--- src/rtl/sram_loader_pkg.sv ---
// Shared types and constants for the SRAM host-port loader.
// The timer is sized for phase lengths of up to 2**TMR_W cycles.
package sram_loader_pkg;

   typedef enum logic [3:0] {
      ST_IDLE,
      ST_ACQ_LO,
      ST_ACQ_HI,
      ST_SETUP,
      ST_STROBE,
      ST_HOLD,
      ST_READ,
      ST_NEXT,
      ST_FINISH
   } state_t;

   localparam logic       MODE_LOAD   = 1'b0;
   localparam logic       MODE_VERIFY = 1'b1;
   localparam logic [7:0] PAD_BYTE    = 8'h00;
   localparam int         TMR_W       = 8;

   // A phase of N cycles loads N-1; the last cycle is the one where the count reads zero.
   // N=0 is clamped to a single cycle.
   function automatic logic [TMR_W-1:0] tmr_reload(input int cycles);
      if (cycles > 0) begin
         return TMR_W'(cycles - 1);
      end
      return '0;
   endfunction

endpackage

--- src/rtl/sram_loader_timer.sv ---
// Down-counter that times the setup, strobe and read phases of an SRAM cycle.
// o_expired is high in the final cycle of the phase that was loaded.
module sram_loader_timer
   import sram_loader_pkg::*;
(
   input  logic             i_clk,
   input  logic             i_reset,
   input  logic             i_load,
   input  logic [TMR_W-1:0] i_value,
   output logic             o_expired
);

   logic [TMR_W-1:0] r_count;

   always_ff @(posedge i_clk) begin
      if (i_reset) begin
         r_count <= '0;
      end else if (i_load) begin
         r_count <= i_value;
      end else if (r_count != '0) begin
         r_count <= r_count - 1'b1;
      end
   end

   assign o_expired = (r_count == '0);

endmodule

--- src/rtl/sram_loader.sv ---
// Host-side initiator for the SRAM host access port: packs a byte stream into
// 16-bit words and writes them from a base address, or re-reads a range and checksums it.
module sram_loader
   import sram_loader_pkg::*;
#(
   parameter int ADDR_W       = 18,
   parameter int SETUP_CYCLES = 1,
   parameter int WE_CYCLES    = 2,
   parameter int RD_CYCLES    = 2
) (
   input  logic              clk,
   input  logic              reset,
   input  logic              start,
   input  logic              mode,
   input  logic [ADDR_W-1:0] base_addr,
   input  logic [ADDR_W:0]   byte_count,
   input  logic              in_valid,
   input  logic [7:0]        in_data,
   output logic              in_ready,
   output logic              busy,
   output logic              done,
   output logic [15:0]       sum,
   output logic              jtag_jtag,
   output logic [ADDR_W-1:0] jtag_addr,
   output logic [15:0]       jtag_din,
   output logic              jtag_nwe,
   input  logic [15:0]       jtag_do
);

   localparam logic [ADDR_W:0]   TWO_BYTES = (ADDR_W+1)'(2);
   localparam logic [ADDR_W:0]   ONE_BYTE  = (ADDR_W+1)'(1);
   localparam logic [TMR_W-1:0]  SETUP_LD  = tmr_reload(SETUP_CYCLES);
   localparam logic [TMR_W-1:0]  WE_LD     = tmr_reload(WE_CYCLES);
   localparam logic [TMR_W-1:0]  RD_LD     = tmr_reload(RD_CYCLES);

   state_t            r_state;
   logic              r_mode;
   logic [ADDR_W:0]   r_remain;
   logic              r_in_ready;
   logic              r_busy;
   logic              r_done;
   logic [15:0]       r_sum;
   logic              r_jtag;
   logic [ADDR_W-1:0] r_addr;
   logic [15:0]       r_din;
   logic              r_nwe;

   logic              w_accept;
   logic              w_last_lo;
   logic [ADDR_W:0]   w_remain_dec;
   logic              w_tmr_load;
   logic [TMR_W-1:0]  w_tmr_value;
   logic              w_tmr_expired;

   // Byte handshake: a byte moves on any edge where in_valid and in_ready are both high.
   assign w_accept     = in_valid & r_in_ready;
   assign w_last_lo    = (r_remain == ONE_BYTE);
   assign w_remain_dec = (r_remain > TWO_BYTES) ? (r_remain - TWO_BYTES) : '0;

   // Timer loads happen on the same edges that enter a timed phase.
   always_comb begin
      w_tmr_load  = 1'b0;
      w_tmr_value = '0;
      case (r_state)
         ST_IDLE: begin
            if (start && (mode == MODE_VERIFY) && (byte_count != '0)) begin
               w_tmr_load  = 1'b1;
               w_tmr_value = RD_LD;
            end
         end
         ST_ACQ_LO: begin
            if (w_accept && w_last_lo) begin
               w_tmr_load  = 1'b1;
               w_tmr_value = SETUP_LD;
            end
         end
         ST_ACQ_HI: begin
            if (w_accept) begin
               w_tmr_load  = 1'b1;
               w_tmr_value = SETUP_LD;
            end
         end
         ST_SETUP: begin
            if (w_tmr_expired) begin
               w_tmr_load  = 1'b1;
               w_tmr_value = WE_LD;
            end
         end
         ST_NEXT: begin
            if ((w_remain_dec != '0) && (r_mode == MODE_VERIFY)) begin
               w_tmr_load  = 1'b1;
               w_tmr_value = RD_LD;
            end
         end
         default: begin
            w_tmr_load  = 1'b0;
            w_tmr_value = '0;
         end
      endcase
   end

   sram_loader_timer u_timer (
      .i_clk     (clk),
      .i_reset   (reset),
      .i_load    (w_tmr_load),
      .i_value   (w_tmr_value),
      .o_expired (w_tmr_expired)
   );

   always_ff @(posedge clk) begin
      if (reset) begin
         r_state    <= ST_IDLE;
         r_mode     <= MODE_LOAD;
         r_remain   <= '0;
         r_in_ready <= 1'b0;
         r_busy     <= 1'b0;
         r_done     <= 1'b0;
         r_sum      <= '0;
         r_jtag     <= 1'b0;
         r_addr     <= '0;
         r_din      <= '0;
         r_nwe      <= 1'b1;
      end else begin
         r_done <= 1'b0;
         case (r_state)
            ST_IDLE: begin
               if (start) begin
                  r_mode   <= mode;
                  r_remain <= byte_count;
                  r_sum    <= '0;
                  r_busy   <= 1'b1;
                  r_jtag   <= 1'b1;
                  r_addr   <= base_addr;
                  if (byte_count == '0) begin
                     r_state <= ST_FINISH;
                  end else if (mode == MODE_LOAD) begin
                     r_state    <= ST_ACQ_LO;
                     r_in_ready <= 1'b1;
                  end else begin
                     r_state <= ST_READ;
                  end
               end
            end
            ST_ACQ_LO: begin
               if (w_accept) begin
                  r_din[7:0] <= in_data;
                  // Odd tail: both lanes are always written, so the upper byte gets the pad.
                  if (w_last_lo) begin
                     r_din[15:8] <= PAD_BYTE;
                     r_in_ready  <= 1'b0;
                     r_state     <= ST_SETUP;
                  end else begin
                     r_state <= ST_ACQ_HI;
                  end
               end
            end
            ST_ACQ_HI: begin
               if (w_accept) begin
                  r_din[15:8] <= in_data;
                  r_in_ready  <= 1'b0;
                  r_state     <= ST_SETUP;
               end
            end
            ST_SETUP: begin
               if (w_tmr_expired) begin
                  r_nwe   <= 1'b0;
                  r_state <= ST_STROBE;
               end
            end
            ST_STROBE: begin
               if (w_tmr_expired) begin
                  r_nwe   <= 1'b1;
                  r_state <= ST_HOLD;
               end
            end
            ST_HOLD: begin
               r_sum   <= r_sum + r_din;
               r_state <= ST_NEXT;
            end
            ST_READ: begin
               if (w_tmr_expired) begin
                  r_sum   <= r_sum + jtag_do;
                  r_state <= ST_NEXT;
               end
            end
            ST_NEXT: begin
               r_remain <= w_remain_dec;
               r_addr   <= r_addr + 1'b1;
               if (w_remain_dec == '0) begin
                  r_state <= ST_FINISH;
               end else if (r_mode == MODE_LOAD) begin
                  r_state    <= ST_ACQ_LO;
                  r_in_ready <= 1'b1;
               end else begin
                  r_state <= ST_READ;
               end
            end
            ST_FINISH: begin
               r_done  <= 1'b1;
               r_busy  <= 1'b0;
               r_jtag  <= 1'b0;
               r_state <= ST_IDLE;
            end
            default: begin
               r_state <= ST_IDLE;
            end
         endcase
      end
   end

   assign in_ready  = r_in_ready;
   assign busy      = r_busy;
   assign done      = r_done;
   assign sum       = r_sum;
   assign jtag_jtag = r_jtag;
   assign jtag_addr = r_addr;
   assign jtag_din  = r_din;
   assign jtag_nwe  = r_nwe;

endmodule

--- config.mk ---
export PLATFORM = sky130hd
export DESIGN_NAME = sram_loader
export DESIGN_NICKNAME = d
export VERILOG_FILES = /design/src/rtl/sram_loader_pkg.sv /design/src/rtl/sram_loader_timer.sv /design/src/rtl/sram_loader.sv
export SDC_FILE = /design/constraint.sdc
export NUM_CORES = 1
export LEC_CHECK = 0
export ABC_AREA = 1
export BUFFER_PORTS_ARGS = -buffer_cell sky130_fd_sc_hd__buf_2
export CORE_MARGIN = 2
export CORE_UTILIZATION = 40
export CTS_BUF_LIST = sky130_fd_sc_hd__clkbuf_16
export CTS_CLUSTER_DIAMETER = 100
export CTS_CLUSTER_SIZE = 40
export DETAILED_ROUTE_END_ITERATION = 12
export GPL_ROUTABILITY_DRIVEN = 0
export SLEW_MARGIN = 0
export SYNTH_ARGS = -nofsm -noshare
export SYNTH_HDL_FRONTEND = slang
export SYNTH_SLANG_ARGS = --single-unit
--- constraint.sdc ---
create_clock -name clk -period 3.31 [get_ports clk]
set_input_delay 0.662 -clock clk [delete_from_list [all_inputs] [get_ports clk]]
set_output_delay 0.662 -clock clk [all_outputs]
set_load 0.01 [all_outputs]
# Word-level counts from Yosys, hierarchy flattened
# Index checks and enable logic that the tools add are counted.
[totals]
regBits = 86
in_bits = 66
output_inout_bits = 55
word_cells = 117
[op_classes]
add_sub_neg = 5
order_cmp = 1
eq_ne = 20
mux = 51
n_bitwise = 1
reduce_logical = 27
[op_table]
columns = ["cell", "n"]
rows = [
  ["16-bit 2-to-1 mux", 3],
  ["16-bit one-hot mux with 3 select lines", 1],
  ["19-bit zero test", 2],
  ["19-bit 2-to-1 mux", 2],
  ["19-bit one-hot mux with 2 select lines", 1],
  ["19-bit nonzero test", 2],
  ["18-bit one-hot mux with 2 select lines", 1],
  ["16-bit adder", 2],
  ["4-bit 2-to-1 mux", 8],
  ["8-bit 2-to-1 mux", 4],
  ["4-bit one-hot mux with 8 select lines", 1],
  ["8-bit one-hot mux with 3 select lines", 1],
  ["1-bit 2-to-1 mux", 21],
  ["19-bit by 1-bit == test with 1-bit output, second input constant", 1],
  ["19-bit by 2-bit > comparator with 1-bit output, second input constant", 1],
  ["19-bit by 2-bit subtractor with 19-bit output, second input constant", 1],
  ["18-bit by 1-bit adder with 18-bit output, second input constant", 1],
  ["18-bit 2-to-1 mux", 1],
  ["4-bit by 3-bit == test with 1-bit output, second input constant", 4],
  ["2-bit != test, second input constant", 8],
  ["8-bit one-hot mux with 2 select lines", 1],
  ["2-bit nonzero test", 5],
  ["9-bit AND reduction", 1],
  ["4-bit by 2-bit == test with 1-bit output, second input constant", 2],
  ["19 further kinds", 30],
]

# Depth between registers and ports, before layout
[logic_depth]
depth_word = 7
mapped_depth = 20
depth_no_buf = 19

# By module
# A second synthesis with hierarchy kept.
[hier_totals]
cells_unflattened = 867
area_unflattened_um2 = 5642.9
[modules_own_cells]
columns = ["module", "n_inst", "cells_per_inst", "area_per_inst_um2", "seq_area_each_um2"]
rows = [
  ["sram_loader", 1, 797, 5170.0, 1561.5],
  ["sram_loader_timer", 1, 70, 473.0, 160.2],
]

# Worst setup path after synthesis
# Ideal clock, no wire load.
[synth_timing]
kind = "register to register"
startpoint = "reg r_state[1]"
endpoint = "reg r_sum[10] (netlist: sum[10])"
setup_ns = 0.132
arrival_time_ns = 2.490
required_ns = 3.178
slack_ns = 0.688
stages_incl_launch_ff = 19
path_buffers = 1
period_less_slack_ns = 2.622
cell_sequence = "dfxtp_1 -> inv_1 -> nor2_1 -> nand2_1 -> inv_1 -> clkbuf_1 -> nand2_1 -> o21ai_0 -> ha_1 -> inv_1 -> fa_1 -> inv_1 -> nand3_1 -> nand2_1 -> a21oi_1 -> o21a_1 -> or2_2 -> nand3_1 -> a21oi_1"
[synth_via]
elab_chain_cells = 3
word_cells_on_any_way = 8
classes_between = "eq/ne: 4; mux: 1; reduce/logical: 3"
[synth_rtl]
columns = ["item", "line", "rtl"]
rows = [
  ["from (decl)", "sram_loader.sv:36", "state_t r_state;"],
  ["from (signal assigned)", "sram_loader.sv:112", "r_state <= ST_IDLE;"],
  ["from (signal assigned)", "sram_loader.sv:135", "r_state <= ST_FINISH;"],
  ["from (signal assigned)", "sram_loader.sv:137", "r_state <= ST_ACQ_LO;"],
  ["4-bit by 3-bit == test with 1-bit output / 4-bit zero test (equally long branches)", "sram_loader.sv:125", "case (r_state)"],
  ["2-bit by 1-bit != test with 1-bit output (no line), or another cell as far along", "-", ""],
  ["3-bit AND reduction (no line)", "-", ""],
  ["to (signal assigned)", "sram_loader.sv:177", "r_sum <= r_sum + r_din;"],
  ["to (signal assigned)", "sram_loader.sv:182", "r_sum <= r_sum + jtag_do;"],
  ["to (decl)", "sram_loader.sv:42", "logic [15:0] r_sum;"],
]
# Several ways; a longest one is shown, not always the timed one.
# A chain may end at the register's enable or synchronous reset.

# Final worst setup path
[layout_timing]
startpoint = "reg r_state[0]"
endpoint = "reg r_sum[14] (netlist: sum[14])"
# Same word-level chain as after synthesis.

==> results by group <==
Power and ir drop
  • Worst VDD drop: between 0.3 and 0.4 mV
  • Pwr dens: 696 mW/mm^2
  • Total power: ~4.6 mW
  • Leak: about 3.0 nW

STA
  • Worst hold margin: 0.471 ns
  • Unrepaired setup endpoints after global routing: no
  • Clock skew: 0.00801 ns
  • Fin. Hold Viols: 0
  • TNS Setup: 0 ns
  • Final min period: 2.85 ns
  • Final setup violation count: 0
  • Max Transition Viols Final: 0
  • Achievable Freq: approximately 350 MHz
  • Worst Max-Slew Pin Slew: ~0.89 ns
  • Slew HR: 0.407
  • Final Cycle Share: 0.861

Clock network
  • Hold-fix buffers, CTS: 0
  • Clock Pin Slew Worst Setup and Hold Paths: 0.06 ns
  • Clk sinks: between 80 and 90
  • CTS Buf Count: 9
  • CTS HTree Levels: 3
  • CTS tree: yes
  • Clock tree buffer depth: 2
  • Clock Tree Root: clkbuf_16
  • Worst-Skew Late Latency: 0.35 ns

Die
  • Top-Level Pins: 121
  • Die Ht: 122 um
  • Core ar.: 0.0137 mm^2
  • # rows: 43
  • Die ar.: 0.0149 mm^2
  • Initial Util: 0.406
  • Die X: 122 um

Worst setup path
  • Worst reg2reg endpoint: sum[14]
  • Critical Path AT: 3.05 ns
  • CP Max Fanout: 13
  • CP Launch Type: flop
  • Worst setup path class: flop to flop
  • CP endpoint kind: flop
  • R2r setup slk: around 0.46 ns
  • Crit path cell chain: nor2_1, nand2_1, clkinvlp_4, o21ai_0, ha_1, inv_1, fa_1, inv_1, nand3_1, nand2_1, nand4_1, nand3_1, a21oi_1, o21bai_1, a21oi_1, o21ai_0, a21oi_1
  • Path depth of the worst reg2reg path: 17
  • CP max stage delay: 0.39 ns
  • CP required: about 3.5 ns
  • Critical Path Slowest Stage Cell: dfxtp_1
  • Most used cell, CP: a21oi_1
  • Critical R2R Launch: r_state[0]

Placed design
  • Post-DP HPWL: 12300 um
  • Buffers on Ports: 120

Yosys
  • Syn Area/Cell: about 6.4 um^2
  • Dominant synthesized flop cell: dfxtp_1
  • Cells after synthesis: 868
  • Syn. warnings: 0
  • Number of synthesized flops with an enable pin: 0
  • Post-Syn Nets: around 950
  • Synth Cell Area: 0.00557 mm^2
  • Synth Register Bits: 86
  • Async SR Flop Fraction: 0
  • Seq/Total Area, Yosys: 0.309
  • Yosys cell types: between 40 and 50

Route
  • DRT Pass-1 Iters: 5
  • DRT iter0 DRCs: 400
  • Via density: 5.12
  • Routed Antenna Nets: 0
  • Routed via count: roughly 5900
  • WL/cell: roughly 14 um
  • DRC violations left: 0
  • Final WL: around 16000 um

Worst hold path
  • Min-Delay Path Depth: 2
  • Min-delay worst type: flop to flop
  • Hold Path Sink: jtag_din[2]
  • Hold Crit Start: jtag_din[2]

Final layout
  • Core Util, Final: 0.483
  • ANT cells: 0
  • Share of cells above drive strength 1: 0.177
  • Synth-to-layout area growth: 18.9%
  • FILL cells: 1463
  • Layout Nets: 1063

Global routing
  • Vias in the first global route: 5654
  • First-pass GRT wire length: 27200 um
  • Total GRT Usage: 0.230
  • Grt met3 use: 0.0445
  • Largest net degree at the start of global routing: 65
  • Initial antenna violation count: 0
  • GRT busiest layer: met2
  • Met2 usage: 0.360
  • GRT met1 Usage: 0.311
  • Gr ovfl total: 0

Outcome
  • Outcome: finished, final reports clean

Flow run
  • Max Cap Violations: 0
[synth_stat cells, types with 2 or more instances]
cell type | instances | area [um^2]
nand2_1 | 218 | 818
nor2_1 | 101 | 379
inv_1 | 87 | 327
a21oi_1 | 86 | 430
dfxtp_1 | 86 | 1720
o21ai_0 | 54 | 270
nand3_1 | 53 | 265
clkbuf_1 | 23 | 86.3
ha_1 | 19 | 238
a31oi_1 | 14 | 87.6
nand4_1 | 12 | 75.1
nor3_1 | 12 | 60.1
nor2_2 | 10 | 62.6
xnor2_1 | 9 | 78.8
a211oi_1 | 8 | 60.1
a221oi_1 | 8 | 70.1
xor2_1 | 8 | 70.1
o211ai_1 | 6 | 45.0
a21o_1 | 4 | 30.0
buf_2 | 4 | 20.0
nand2_2 | 4 | 25.0
nand3_2 | 4 | 40.0
nand3b_1 | 4 | 30.0
o21bai_1 | 4 | 30.0
or2_2 | 4 | 25.0
nor2_4 | 3 | 33.8
nor4_1 | 3 | 18.8
a2111oi_0 | 2 | 17.5
buf_6 | 2 | 22.5
inv_2 | 2 | 7.51
o21a_1 | 2 | 15.0
[flip-flops by register name (all words and copies together) (netlist names)]
signal	count
sum	16
jtag_jtag	1
jtag_addr	18
r_state	4
u_timer.r_count	8
r_mode	1
in_ready	1
r_remain	19
jtag_din	16
jtag_nwe	1
done	1
[layout by cell type (no fill, tap or decap), types with 6 or more instances in the layout]
| master | instances |
|---|---|
| nand2_1 | 218 |
| a31oi_1 | 14 |
| inv_1 | 88 |
| xor2_1 | 8 |
| buf_2 | 120 |
| a21oi_1 | 86 |
| o21ai_0 | 53 |
| nand3_1 | 53 |
| nand4_1 | 12 |
| a211oi_1 | 8 |
| ha_1 | 19 |
| a221oi_1 | 8 |
| nor2_1 | 100 |
| o211ai_1 | 6 |
| clkbuf_16 | 9 |
| xnor2_1 | 9 |
| nor3_1 | 12 |
| nor2_2 | 10 |
| buf_4 | 8 |
| dfxtp_1 | 86 |
[cell type report]
cell class	count	area [um^2]	share of cell area
clock inverter	7	66.3	0.0100
sequential	86	1720	0.260
clock buffer	9	225	0.0340
multi-input combinational	662	3380	0.511
timing repair buffer	128	661	0.0997
inverter	90	342	0.0516
tap	180	225	0.0340
[through the flow]
stage	worst slack, ns	std cells	area (um^2)
2_1_floorplan	0.688	868	5570
3_3_place_gp	0.463	1146	6330
3_5_place_dp	0.376	1146	6330
4_1_cts	0.352	1162	6620
5_1_grt	0.0492	1162	6630
6_report	0.460	1162	6630
[cells by family (layout without fill, tap and decap cells)]
group,Yosys count,after routing,synth area share
compound gates,193,193,0.197
buf+inv,120,234,0.0851
flops,86,86,0.309
mux,1,1,0.00180
fa+ha+maj,20,20,0.0463
xor+xnor,17,17,0.0267
simple gates,431,431,0.334
[worst max-delay path by stage]
| stage | from | end | slack, ns |
|---|---|---|---|
| final | r_state[0] | sum[14] | 0.46 |
| after global routing | r_state[0] | sum[14] | 0.05 |
| after CTS | r_state[1] | sum[13] | 0.35 |
| after detailed placement | r_state[1] | sum[13] | 0.38 |
| after global placement | r_state[1] | sum[15] | 0.46 |
| after floorplan | r_state[1] | sum[10] | 0.69 |
[power breakdown]
part           leakage, nW  internal [mW]  switching (mW)  total (mW)
combinational         2.19          0.758            1.45        2.20
clock                0.144          0.581           0.441        1.02
sequential           0.701           1.21           0.174        1.38
total                 3.03           2.55            2.06        4.61
[per-layer routing]
| metal | wire length (um) | part of all wire | vias up |
|---|---|---|---|
| li1 | - | - | 3104 |
| met1 | 7900 | 0.48 | 2656 |
| met2 | 7270 | 0.44 | 159 |
| met3 | 889 | 0.054 | 25 |
| met4 | 401 | 0.024 | 0 |
| met5 | 0 | 0 | - |
[what timing repair did]
item                                    4_1_cts  5_1_grt
endpoints found under the setup margin        0        3
buffers inserted                              0        0
gates resized for setup                       0        2
[worst max-delay path: cells and delay by family, from the launching register on]
| family | cells | cell delay [ns] |
|---|---|---|
| and+or+nand+nor | 6 | 0.66 |
| DFF | 1 | 0.39 |
| AOI/OAI and AO/OA | 6 | 0.70 |
| buffers and inverters | 3 | 0.38 |
| adders and majority gates | 2 | 0.56 |
Power figures use the tool's default switching activity.
